**config.mk**
```make
export PLATFORM = sky130hd
export DESIGN_NAME = am2901_useq
export DESIGN_NICKNAME = d
export VERILOG_FILES = /design/src/rtl/am2901_useq_pkg.sv /design/src/rtl/am2901_useq_stack.sv /design/src/rtl/am2901_useq.sv
export SDC_FILE = /design/constraint.sdc
export NUM_CORES = 1
export LEC_CHECK = 0
export CORE_ASPECT_RATIO = 2
export CORE_UTILIZATION = 51
export CTS_CLUSTER_DIAMETER = 150
export DETAILED_ROUTE_END_ITERATION = 16
export PLACE_DENSITY = 0.86
export SLEW_MARGIN = 20
export SYNTH_ARGS = -nofsm -noshare
export SYNTH_HDL_FRONTEND = slang
export SYNTH_HIERARCHICAL = 1
export SYNTH_SLANG_ARGS = --single-unit
```
**constraint.sdc**
```tcl
create_clock -name cp -period 5.7 [get_ports cp]
set_input_delay 0.855 -clock cp [delete_from_list [all_inputs] [get_ports cp]]
set_output_delay 0.855 -clock cp [all_outputs]
set_load 0.1 [all_outputs]
```
**src/rtl/am2901_useq_pkg.sv**
```systemverilog
// Shared types and microword layout for the Am2901 microprogram sequencer.
// Field offsets below the branch address are fixed; the rest depend on ADDR_W.
package am2901_useq_pkg;

    typedef enum logic [2:0] {
        NXT_CONT = 3'd0,
        NXT_JMP  = 3'd1,
        NXT_JZ   = 3'd2,
        NXT_JNC  = 3'd3,
        NXT_CALL = 3'd4,
        NXT_RET  = 3'd5,
        NXT_LOOP = 3'd6,
        NXT_HALT = 3'd7
    } next_op_t;

    typedef enum logic {
        ST_IDLE = 1'b0,
        ST_RUN  = 1'b1
    } state_t;

    localparam logic [1:0] CIN_ZERO  = 2'b00;
    localparam logic [1:0] CIN_ONE   = 2'b01;
    localparam logic [1:0] CIN_CARRY = 2'b10;
    localparam logic [1:0] CIN_EXT   = 2'b11;

    localparam logic [8:0] NOP_I = 9'h040;

    localparam int LD_CNT_BIT = 0;
    localparam int CIN_LSB    = 1;
    localparam int D_LSB      = 3;
    localparam int B_LSB      = 7;
    localparam int A_LSB      = 11;
    localparam int I_LSB      = 15;
    localparam int BR_LSB     = 24;

    function automatic int nxt_lsb(input int addr_w);
        return BR_LSB + addr_w;
    endfunction

endpackage

```
**src/rtl/am2901_useq_stack.sv**
```systemverilog
// Return-address LIFO for CALL/RET; the caller must not push when full or pop when empty.
module am2901_useq_stack #(
    parameter int ADDR_W = 6,
    parameter int DEPTH  = 4
) (
    input  logic              cp,
    input  logic              rst_n,
    input  logic              clear,
    input  logic              push,
    input  logic              pop,
    input  logic [ADDR_W-1:0] push_data,
    output logic [ADDR_W-1:0] top,
    output logic              full,
    output logic              empty
);

    localparam int SP_W  = $clog2(DEPTH + 1);
    localparam int IDX_W = (DEPTH > 1) ? $clog2(DEPTH) : 1;

    logic [ADDR_W-1:0] mem [DEPTH];
    logic [SP_W-1:0]   sp;
    logic [SP_W-1:0]   sp_m1;

    assign sp_m1 = sp - SP_W'(1);
    assign full  = (sp == SP_W'(DEPTH));
    assign empty = (sp == '0);
    assign top   = mem[sp_m1[IDX_W-1:0]];

    always_ff @(posedge cp or negedge rst_n) begin
        if (!rst_n) begin
            sp <= '0;
        end else if (clear) begin
            sp <= '0;
        end else if (push && !full) begin
            sp <= sp + SP_W'(1);
        end else if (pop && !empty) begin
            sp <= sp_m1;
        end
    end

    // Entries need no reset: resetting the pointer is what discards them.
    always_ff @(posedge cp) begin
        if (push && !full && !clear) begin
            mem[sp[IDX_W-1:0]] <= push_data;
        end
    end

endmodule

```
**src/rtl/am2901_useq.sv**
```systemverilog
// Microprogram sequencer driving one Am2901 slice, one microword per clock,
// with branch-on-flag, counted loops and a small subroutine stack.
module am2901_useq
    import am2901_useq_pkg::*;
#(
    parameter  int ADDR_W = 6,
    parameter  int DEPTH  = 4,
    localparam int UW     = 27 + ADDR_W
) (
    input  logic              cp,
    input  logic              rst_n,
    input  logic              start,
    input  logic [ADDR_W-1:0] start_addr,
    output logic              busy,
    output logic              done,
    output logic              stack_err,
    output logic [ADDR_W-1:0] cs_addr,
    input  logic [UW-1:0]     cs_data,
    input  logic              z,
    input  logic              cout,
    input  logic              ext_cin,
    output logic [8:0]        am_i,
    output logic [3:0]        am_a,
    output logic [3:0]        am_b,
    output logic [3:0]        am_d,
    output logic              am_cin
);

    localparam int NXT_LSB = nxt_lsb(ADDR_W);

    state_t            state;
    logic [ADDR_W-1:0] upc;
    logic [3:0]        cnt;
    logic              carry_q;

    next_op_t          op;
    logic [ADDR_W-1:0] f_br;
    logic [8:0]        f_i;
    logic [3:0]        f_a;
    logic [3:0]        f_b;
    logic [3:0]        f_d;
    logic [1:0]        f_cin_sel;
    logic              f_ld_cnt;
    logic              run_cin;

    logic [ADDR_W-1:0] upc_inc;
    logic [ADDR_W-1:0] next_upc;
    logic [3:0]        cnt_next;
    logic              push_req;
    logic              pop_req;
    logic              err;
    logic              leave;

    logic [ADDR_W-1:0] stk_top;
    logic              stk_full;
    logic              stk_empty;
    logic              run;

    assign op        = next_op_t'(cs_data[NXT_LSB +: 3]);
    assign f_br      = cs_data[BR_LSB +: ADDR_W];
    assign f_i       = cs_data[I_LSB +: 9];
    assign f_a       = cs_data[A_LSB +: 4];
    assign f_b       = cs_data[B_LSB +: 4];
    assign f_d       = cs_data[D_LSB +: 4];
    assign f_cin_sel = cs_data[CIN_LSB +: 2];
    assign f_ld_cnt  = cs_data[LD_CNT_BIT];

    assign run     = (state == ST_RUN);
    assign cs_addr = upc;
    assign upc_inc = upc + ADDR_W'(1);

    always_comb begin
        run_cin = 1'b0;
        case (f_cin_sel)
            CIN_ZERO:  run_cin = 1'b0;
            CIN_ONE:   run_cin = 1'b1;
            CIN_CARRY: run_cin = carry_q;
            CIN_EXT:   run_cin = ext_cin;
            default:   run_cin = 1'b0;
        endcase
    end

    // Outside RUN the slice sees a no-write NOP so it never disturbs its registers.
    assign am_i   = run ? f_i     : NOP_I;
    assign am_a   = run ? f_a     : 4'd0;
    assign am_b   = run ? f_b     : 4'd0;
    assign am_d   = run ? f_d     : 4'd0;
    assign am_cin = run ? run_cin : 1'b0;

    always_comb begin
        next_upc = upc_inc;
        cnt_next = cnt;
        push_req = 1'b0;
        pop_req  = 1'b0;
        err      = 1'b0;
        leave    = 1'b0;
        case (op)
            NXT_CONT: next_upc = upc_inc;
            NXT_JMP:  next_upc = f_br;
            NXT_JZ:   if (z) next_upc = f_br;
            NXT_JNC:  if (!cout) next_upc = f_br;
            NXT_CALL: begin
                if (stk_full) begin
                    err = 1'b1;
                end else begin
                    push_req = 1'b1;
                    next_upc = f_br;
                end
            end
            NXT_RET: begin
                if (stk_empty) begin
                    err = 1'b1;
                end else begin
                    pop_req  = 1'b1;
                    next_upc = stk_top;
                end
            end
            NXT_LOOP: begin
                if (cnt != 4'd0) begin
                    cnt_next = cnt - 4'd1;
                    next_upc = f_br;
                end
            end
            NXT_HALT: leave = 1'b1;
            default:  next_upc = upc_inc;
        endcase
        if (err) leave = 1'b1;
        // A load in the same word wins over the decrement; the branch used the old count.
        if (f_ld_cnt) cnt_next = f_d;
    end

    am2901_useq_stack #(
        .ADDR_W(ADDR_W),
        .DEPTH (DEPTH)
    ) u_stack (
        .cp       (cp),
        .rst_n    (rst_n),
        .clear    (!run && start),
        .push     (run && push_req),
        .pop      (run && pop_req),
        .push_data(upc_inc),
        .top      (stk_top),
        .full     (stk_full),
        .empty    (stk_empty)
    );

    always_ff @(posedge cp or negedge rst_n) begin
        if (!rst_n) begin
            state     <= ST_IDLE;
            upc       <= '0;
            cnt       <= 4'd0;
            carry_q   <= 1'b0;
            busy      <= 1'b0;
            done      <= 1'b0;
            stack_err <= 1'b0;
        end else begin
            done <= 1'b0;
            case (state)
                ST_IDLE: begin
                    if (start) begin
                        upc       <= start_addr;
                        carry_q   <= 1'b0;
                        stack_err <= 1'b0;
                        busy      <= 1'b1;
                        state     <= ST_RUN;
                    end
                end
                ST_RUN: begin
                    carry_q <= cout;
                    cnt     <= cnt_next;
                    if (leave) begin
                        state <= ST_IDLE;
                        busy  <= 1'b0;
                        done  <= 1'b1;
                        if (err) stack_err <= 1'b1;
                    end else begin
                        upc <= next_upc;
                    end
                end
                default: state <= ST_IDLE;
            endcase
        end
    end

endmodule

```
==> results of run 1 <==
[through the flow]
stage	cells	area (µm²)	hold WS, ps	total power [µW]
global placement	353	3278	485.0	1488
floorplan	233	2519	463.3	1280
global route	361	3396	535.0	1839
CTS	361	3396	509.9	1762
detailed placement	353	3278	488.7	1512
finish	361	3396	516.0	1753
[flip-flops by register name, summed over array words and instances, names as in the netlist]
register and cells:
busy 1, carry_q 1, cnt 4, cs_addr 6, done 1, run 1, stack_err 1, u_stack/mem 24
u_stack/sp 3
[worst reg2reg max path, delay by kind of cell (launching register included)]
family / cells / cell delay [ps]
simple gates: 4 / 1260
flops: 1 / 700
buf+inv: 1 / 170
compound gates: 1 / 320
fa+ha+maj: 1 / 330
[worst min-delay path by stage]
stage / from / endpoint / slack, ps / depth (start not counted)
6_report: carry_q$_DFFE_PN0P_ / carry_q$_DFFE_PN0P_ / 520 / 1
2_1_floorplan: carry_q$_DFFE_PN0P_ / carry_q$_DFFE_PN0P_ / 460 / 1
3_3_place_gp: carry_q$_DFFE_PN0P_ / carry_q$_DFFE_PN0P_ / 490 / 1
3_5_place_dp: carry_q$_DFFE_PN0P_ / carry_q$_DFFE_PN0P_ / 490 / 1
5_1_grt: carry_q$_DFFE_PN0P_ / carry_q$_DFFE_PN0P_ / 530 / 1
4_1_cts: carry_q$_DFFE_PN0P_ / carry_q$_DFFE_PN0P_ / 510 / 1
[cell usage after synthesis, types with 2 or more instances]
library cell / count / share of area [%]
inv_1: 15 / 2.2
buf_6: 2 / 0.89
nor3b_1: 2 / 0.60
xnor2_1: 3 / 1.0
nand2b_1: 5 / 1.2
a21boi_1: 2 / 0.60
nor4b_1: 2 / 0.70
and3_1: 2 / 0.50
a31oi_1: 4 / 0.99
a21oi_1: 11 / 2.2
nor2_1: 7 / 1.0
nor2_2: 2 / 0.50
nand2_1: 17 / 2.5
and2b_1: 2 / 0.60
nand3_1: 4 / 0.79
xor2_1: 2 / 0.70
clkbuf_1: 5 / 0.75
edfxtp_1: 24 / 29
a221oi_1: 4 / 1.4
o31ai_1: 3 / 0.89
ha_1: 7 / 3.5
mux2i_1: 3 / 1.2
buf_4: 3 / 0.89
o22ai_1: 3 / 0.75
o21ai_0: 16 / 3.2
nor2b_1: 2 / 0.50
dfrtp_1: 18 / 18
and2_1: 28 / 7.0
mux4_2: 6 / 5.4
[final cells by class]
type,instances,area (µm²)
inverter,15,56.30
timing repair buffer,76,758.2
sequential,42,1171
fill,366,1290
tap,55,68.82
clock inverter,3,48.80
multi-input combinational,165,1224
clock buffer,5,68.82
[cells by family (layout without fill, tap and decap cells)]
logic type / after synthesis / count (layout)
adders and majority gates: 7 / 7
DFF: 42 / 42
buffers and inverters: 26 / 99
muxes: 10 / 10
and+or+nand+nor: 81 / 81
xor gates and xnor gates: 5 / 5
AOI/OAI and AO/OA: 62 / 62
[power groups by stage]
| stage | Clock, µW | Combinational, µW | Sequential (µW) |
|---|---|---|---|
| 6_report | 247 | 985 | 521 |
| 2_1_floorplan | 0 | 580 | 700 |
| 3_5_place_dp | 0 | 983 | 529 |
| 4_1_cts | 250 | 990 | 521 |
| 3_3_place_gp | 0 | 965 | 523 |
| 5_1_grt | 259 | 1050 | 532 |
[per-layer routing]
| layer | vias to the layer above | GRT usage, % | share of wire, % |
|---|---|---|---|
| li1 | 994 | - | - |
| met1 | 997 | 25.60 | 35 |
| met2 | 70 | 44.56 | 57 |
| met3 | 17 | 4.805 | 4.4 |
| met4 | 0 | 13.31 | 3.4 |
| met5 | - | 0 | 0 |
==> results.md, run 1 <==
* Outcome: finished clean
* Post-Synth XOR/XNOR Area at 1.739%
* Detailed placement HPWL at 4587 µm
* Crit-path max FO at 2
* Most common library cell in the layout ignoring fill and taps: clkdlybuf4s50_1
* Worst stage delay on the critical path at 1120 ps
* Via/cell ratio at 5.756
* CORE AREA at 0.004686 mm²
* Post-detailed-route count of antenna-violating nets at 0
* Period utilisation layout at 63.70%
* Root buf cell: clkbuf_8
* Largest family of logic cells by synthesized area: simple AND/OR/NAND/NOR gates
* Proportion of synthesized area in mux cells at 7.154%
* Critical path endpoint: am_cin
* Post-Syn Instances at 233
* Internal power at 882.5 µW
* Async set-reset flop share out of synthesis at 42.86%
* Commonest non-fill, non-tap cells in the layout: clkdlybuf4s50_1, and2_1, edfxtp_1, dfrtp_1, nand2_1
* Synth Area in Adders at 3.477%
* Reg-to-Reg Start: u_stack/sp[0]$_DFFE_PN0P_
* Crit path cell chain: clkdlybuf4s50_1 -> nand2_1 -> o21ai_0 -> and2_1 -> clkdlybuf4s50_1
* Post-Syn Area at 0.002519 mm²
* Total Routing Usage GR at 24.60%
* Logic gate share of total power at 56.2%
* Avg Synthesized Cell Area at 10.81 µm²
* Critical R2R Capture: u_stack/mem[2][5]$_DFFE_PP_
* P&R area growth vs syn at 34.82%
* Remaining global-route overflow at 0
* Simple-gate share of the synthesized area at 18.78%
* Largest net degree at the start of global routing at 29
* Setup violations, final at 0
* Final Wtd Congestion at 0.8594
* Crit path required time at 4850 ps
* Sequential Power Share at 29.7%
* Hold_buf cts at 0
* Die Span X at 51.69 µm
* Relative slew slack at 33.13%
* Seq cells post-synth at 42
* Synth warnings at 6
* Startpoint Class: primary input
* TritonCTS buffer count at 5
* Crit-path slowest cell: clkdlybuf4s50_1
* Nets at 357
* Crit path capture type: output port
* Cell variety after synth at 58
* Ys flop type: edfxtp_1
* Levels on crit path at 5
* Arr. time, crit path at 2780 ps
* Critical path's top delay family: buffers and inverters
* Min Tclk post-route at 3631 ps
* Cell mode on critical path: clkdlybuf4s50_1
* Seq/Total Area, Yosys at 46.50%
* Port Buffers at 75
* Least-Margin Pin Slew at 999.9 ps
* Layout cells sized above 1 at 9.804%
* Crit Path Category: primary input to output port
* R2R setup slack at 2610 ps
* Detailed Routing Iterations Pass 1 at 4
* Die area at 0.005240 mm²
* Max-slew violations at 0
* Clk slew on worst S/H paths at 90 ps
* Max-cap violations at 0
* Post-Route Utilization at 72.47%
* I/O pin count at 76
* Initial Util at 53.75%
* Post-CTS setup buffer count at 0
* PnR worst setup slack at 2069 ps
* Residual DRC at 0
* CP startpoint: cs_data[2]
* Power Dens Cells at 516.3 mW/mm²
* Worst Path Buf+Inv at 2
* P_sw at 870.6 µW
* Clk_lat worst skew at 310 ps
* Hold Path Class: register to register
* Row cnt at 35
* Number of vias in the routed layout at 2078
* R2R depth at 7
* Fin. Hold Viols at 0
* DIE HEIGHT at 101.4 µm
* Maximum VDD drop at 0.4071 mV
* RSZ-0062 raised after global routing: no
* Post-cts sizing count at 0
* Maximum root-to-sink buffer count at 2
* Syn_nets at 285
* Htree depth at 2
* 1st-iter DRT viols at 52
* Setup TNS at 0 ps
* Place WS at 2053 ps
* Static leakage at 0.001300 µW
* Post-synth EDFFs at 24
* Routed Wire Length at 6012 µm
* Vias in the first global route at 1950
* F_max at 275.4 MHz
* First-pass GRT wire length at 9273 µm
* Initial antenna violation count at 0
* Net Sw Frac at 49.66%
* Clock Power Share at 14.1%
* Average wire per standard cell at 16.65 µm
* Antenna cell count at 0
* CTS tree: built
* Compound-Gate Fraction of Synth Area at 17.44%
* Sink Count at 42
* Clock skew at 8.180 ps
(Power assumes the default switching activity.)
==> run 2, diff against run 1 <==
- CORE_UTILIZATION: 51 -> 47
- PLACE_DENSITY: 0.86 -> 0.8
- clock period: 5.7 -> 3.7 ns (I/O delays scaled with it)
==> results.md, run 2 (synthesis gave the netlist of run 1 again) <==
* TritonCTS buffer count at 5
* Total Routing Usage GR at 24.25%
* Clk_lat worst skew at 300 ps
* Maximum root-to-sink buffer count at 2
* Layout cells sized above 1 at 17.26%
* Min Tclk post-route at 2978 ps
* Largest register FFs at 24
* Fin. Hold Viols at 0
* Maximum VDD drop at 0.5425 mV
* Nets at 358
* Clk slew on worst S/H paths at 90 ps
* Crit-path slowest cell: dfrtp_1
* Initial Util at 49.01%
* Hold_buf cts at 0
* Outcome: finished clean
* Relative slew slack at 33.34%
* RSZ-0062 raised after global routing: no
* I/O pin count at 76
* Commonest non-fill, non-tap cells in the layout: clkdlybuf4s50_1, and2_1, buf_4, edfxtp_1, dfrtp_1
* Net Sw Frac at 51.62%
* Post-cts sizing count at 0
* Number of vias in the routed layout at 2108
* F_max at 335.8 MHz
* PnR worst setup slack at 722.0 ps
* Sequential Power Share at 30.3%
* Startpoint Class: register
* Die Span X at 53.77 µm
* Port Buffers at 75
* Post-CTS setup buffer count at 0
* Clock Power Share at 11.8%
* 1st-iter DRT viols at 45
* Initial antenna violation count at 0
* Crit path cell chain: inv_1 -> ha_1 -> and2_2 -> nor4b_1 -> a21boi_2 -> and2b_1 -> and2_1
* Placed cells at 357
* Row cnt at 37
* Setup violations, final at 0
* Crit-path max FO at 11
* Residual DRC at 0
* Vias in the first global route at 2062
* Crit Path Category: register to register
* Least-Margin Pin Slew at 996.7 ps
* P_sw at 1372 µW
* Period utilisation layout at 80.49%
* CTS tree: built
* CORE AREA at 0.005139 mm²
* Routed Wire Length at 6491 µm
* R2R setup slack at 720 ps
* Largest net degree at the start of global routing at 26
* Finished Cell Area at 0.003331 mm²
* Worst stage delay on the critical path at 670 ps
* Average wire per standard cell at 17.78 µm
* Power Dens Cells at 798.0 mW/mm²
* Arr. time, crit path at 2970 ps
* Sink Count at 42
* Via/cell ratio at 5.775
* Remaining global-route overflow at 0
* Clock skew at 6.128 ps
* Logic gate share of total power at 57.9%
* Most common library cell in the layout ignoring fill and taps: clkdlybuf4s50_1
* Internal power at 1286 µW
* Hold slack at 518.9 ps
* Die area at 0.005674 mm²
* Final Wtd Congestion at 0.8772
* Setup TNS at 0 ps
* Antenna cell count at 0
* Htree depth at 2
* Placed inst area at 0.003234 mm²
* Static leakage at 0.001320 µW
* Worst Path Buf+Inv at 1
* Final cell count without fillers at 365
* Critical path's top delay family: simple AND/OR/NAND/NOR gates
* Detailed placement HPWL at 5147 µm
* Max-cap violations at 0
* Max-slew violations at 0
* DIE HEIGHT at 105.5 µm
* Root buf cell: clkbuf_8
* Crit path required time at 3690 ps
* First-pass GRT wire length at 9618 µm
* P&R area growth vs syn at 32.24%
* Crit path capture type: register
* Detailed Routing Iterations Pass 1 at 4
* Post-detailed-route count of antenna-violating nets at 0
* Hold Path Class: register to register
* Place WS at 661.1 ps
## run 2: power by group through the flow
stage | Combinational, µW | Clock (µW) | Sequential (µW)
6_report | 1540 | 315 | 805
5_1_grt | 1630 | 341 | 822
2_1_floorplan | 893 | 0 | 1080
4_1_cts | 1550 | 322 | 804
3_3_place_gp | 1530 | 0 | 809
3_5_place_dp | 1550 | 0 | 813
## run 2: through the flow
stage | util (%) | total power (µW)
2_1_floorplan | - | 1972
3_3_place_gp | 62.94 | 2339
3_5_place_dp | 62.94 | 2360
4_1_cts | 64.82 | 2676
5_1_grt | 64.82 | 2789
6_report | 64.82 | 2658
## run 2: path summary, 6_finish.rpt
kind                                                 from  cells past startpoint                          end
worst max-delay path            u_stack/sp[0]$_DFFE_PN0P_                      7  u_stack/mem[0][5]$_DFFE_PP_
worst min-delay path                  carry_q$_DFFE_PN0P_                      1          carry_q$_DFFE_PN0P_
worst max register to register  u_stack/sp[0]$_DFFE_PN0P_                      7  u_stack/mem[0][5]$_DFFE_PP_
worst min register to register        carry_q$_DFFE_PN0P_                      1          carry_q$_DFFE_PN0P_
max in group asynchronous                           rst_n                      1        stack_err$_DFFE_PN0P_
min in group asynchronous                           rst_n                      1       cs_addr[0]$_DFFE_PN0P_
## run 2: worst reg2reg max path, stage by stage, from the launching register on
cell	delay, ps
dfrtp_1	670
inv_1	170
ha_1	310
and2_2	230
nor4b_1	450
a21boi_2	290
and2b_1	230
and2_1	310
## run 2: area by class of cell
class                   count  area [µm²]
clock buffers               5       68.82
clock inverters             3       27.53
fillers                   437        1808
inverters                  15       56.30
multi-input cells         165        1224
flip-flops and latches     42        1171
well taps                  58       72.57
repair buffers             77       710.7
## run 2: routing by layer
| metal | wire length (µm) | vias to the layer above | GRT usage, % |
|---|---|---|---|
| li1 | - | 996 | - |
| met1 | 2087 | 1031 | 21.56 |
| met2 | 3931 | 62 | 46.65 |
| met3 | 261 | 19 | 4.329 |
| met4 | 211 | 0 | 11.84 |
| met5 | 0 | - | 0 |
==> run 3, diff against run 2 <==
- clock period: 3.7 -> 2.8 ns (I/O delays scaled with it)
==> results.md, run 3 (synthesis gave the netlist of run 1 again) <==
* Outcome: finished clean
* Clk_lat worst skew at 300 ps
* Antenna cell count at 0
* Vias in the first global route at 2142
* 1st-iter DRT viols at 72
* Crit Path Category: register to register
* Crit path cell chain: inv_1 -> ha_1 -> and2_2 -> nor4b_1 -> a21boi_2 -> and2b_1 -> and2_1
* Crit-path max FO at 6
* Initial antenna violation count at 0
* Largest register FFs at 24
* Port Buffers at 75
* Crit path required time at 2770 ps
* Grt met3 use at 5.772%
* Via/cell ratio at 5.685
* CP startpoint: u_stack/sp[1]$_DFFE_PN0P_
* Met1 Use GR at 24.42%
* Total Routing Usage GR at 25.80%
* Sink Count at 42
* F_max at 401.8 MHz
* Routed Wire Length at 6659 µm
* Residual DRC at 0
* Clock skew at 11.13 ps
* Arr. time, crit path at 2460 ps
* DIE HEIGHT at 105.5 µm
* First-pass GRT wire length at 10180 µm
* Power Dens Cells at 1063 mW/mm²
* Commonest non-fill, non-tap cells in the layout: clkdlybuf4s50_1, buf_4, and2_1, edfxtp_1, dfrtp_1
* Tot Pwr at 3595 µW
* Detailed placement HPWL at 5255 µm
* Number of vias in the routed layout at 2109
* Crit-path slowest cell: nor4b_1
* Detailed Routing Iterations Pass 1 at 4
* Remaining global-route overflow at 0
* Post-CTS setup buffer count at 0
* Placed cells at 363
* Average wire per standard cell at 17.95 µm
* TritonCTS buffer count at 5
* R2R setup slack at 310 ps
* Maximum VDD drop at 1.160 mV
* Startpoint Class: register
* Nets at 364
* Layout cells sized above 1 at 21.41%
* Relative slew slack at 39.92%
* Reg-to-Reg Start: u_stack/sp[1]$_DFFE_PN0P_
* Static leakage at 0.001371 µW
* Die Span X at 53.77 µm
* RSZ-0062 raised after global routing: no
* Most common library cell in the layout ignoring fill and taps: clkdlybuf4s50_1
* Die area at 0.005674 mm²
* Max-cap violations at 0
* Hold Path Class: register to register
* Clk slew on worst S/H paths at 80 ps
* Register area at 0.001171 mm²
* Fillers at 420
* Htree depth at 2
* Setup TNS at 0 ps
* Largest net degree at the start of global routing at 28
* Multi-input logic area at 0.001224 mm²
* Least-Margin Pin Slew at 898.3 ps
* Row cnt at 37
* CTS tree: built
* Initial Util at 49.01%
* Place WS at 181.5 ps
* Grt peak-use layer: met2
* P&R area growth vs syn at 34.23%
* Post-cts sizing count at 0
* Crit path capture type: register
* Setup violations, final at 0
* Fin. Hold Viols at 0
* CORE AREA at 0.005139 mm²
* Min Tclk post-route at 2489 ps
* Final Wtd Congestion at 0.8733
* Post-detailed-route count of antenna-violating nets at 0
* Worst stage delay on the critical path at 440 ps
* Final cell count without fillers at 371
* Hold_buf cts at 0
* HP Start: carry_q$_DFFE_PN0P_
* Root buf cell: clkbuf_8
* Period utilisation layout at 88.89%
* Grt met2 use at 46.91%
* Maximum root-to-sink buffer count at 2
* PnR worst setup slack at 311.0 ps
* Max-slew violations at 0
* I/O pin count at 76
[run 3: cell count changes in the layout (fill, tap and decap cells not counted)]
cell,change
buf_12,+1
buf_4,+14
clkbuf_1,+1
clkbuf_16,+1
clkbuf_8,+1
clkdlybuf4s50_1,-9
clkinvlp_4,-1
inv_6,-1
inv_8,-1
[run 3: cell type report]
cell class	count	share of cell area, %
well taps	58	2.147
clock buffers	8	3.294
inverters	15	1.665
flip-flops and latches	42	34.64
multi-input cells	165	36.20
repair buffers	83	22.06
[run 3: final timing paths]
path,to,cells after the start
min in group asynchronous,cs_addr[0]$_DFFE_PN0P_,1
max reg2reg,u_stack/mem[3][5]$_DFFE_PP_,7
min reg2reg,carry_q$_DFFE_PN0P_,1
max,u_stack/mem[3][5]$_DFFE_PP_,7
min,carry_q$_DFFE_PN0P_,1
max in group asynchronous,u_stack/sp[2]$_DFFE_PN0P_,1
[run 3: critical path: cells and delay by family, from the launching register on]
family          cells  cell delay, ps
buf+inv             1             100
flops               1             370
simple gates        4            1200
fa+ha+maj           1             210
compound gates      1             300
[run 3: metrics by stage]
stage          hold slack (ps)  util (%)  cell area (µm²)
4_1_cts                  528.0     65.79             3381
3_5_place_dp             503.0     63.62             3269
2_1_floorplan            124.4         -             2519
6_report                 521.5     65.79             3381
5_1_grt                  539.9     65.79             3381
3_3_place_gp             480.8     63.62             3269
[run 3: report_power, final]
part	switching [µW]	internal, µW
combinational	1460	650
sequential	147	877
clock	205	255
total	1810	1780
[run 3: per-layer routing]
metal	vias up	part of all wire [%]
met4	0	3.8
met5	-	0
li1	1009	-
met3	21	5.1
met1	1006	32
met2	73	59
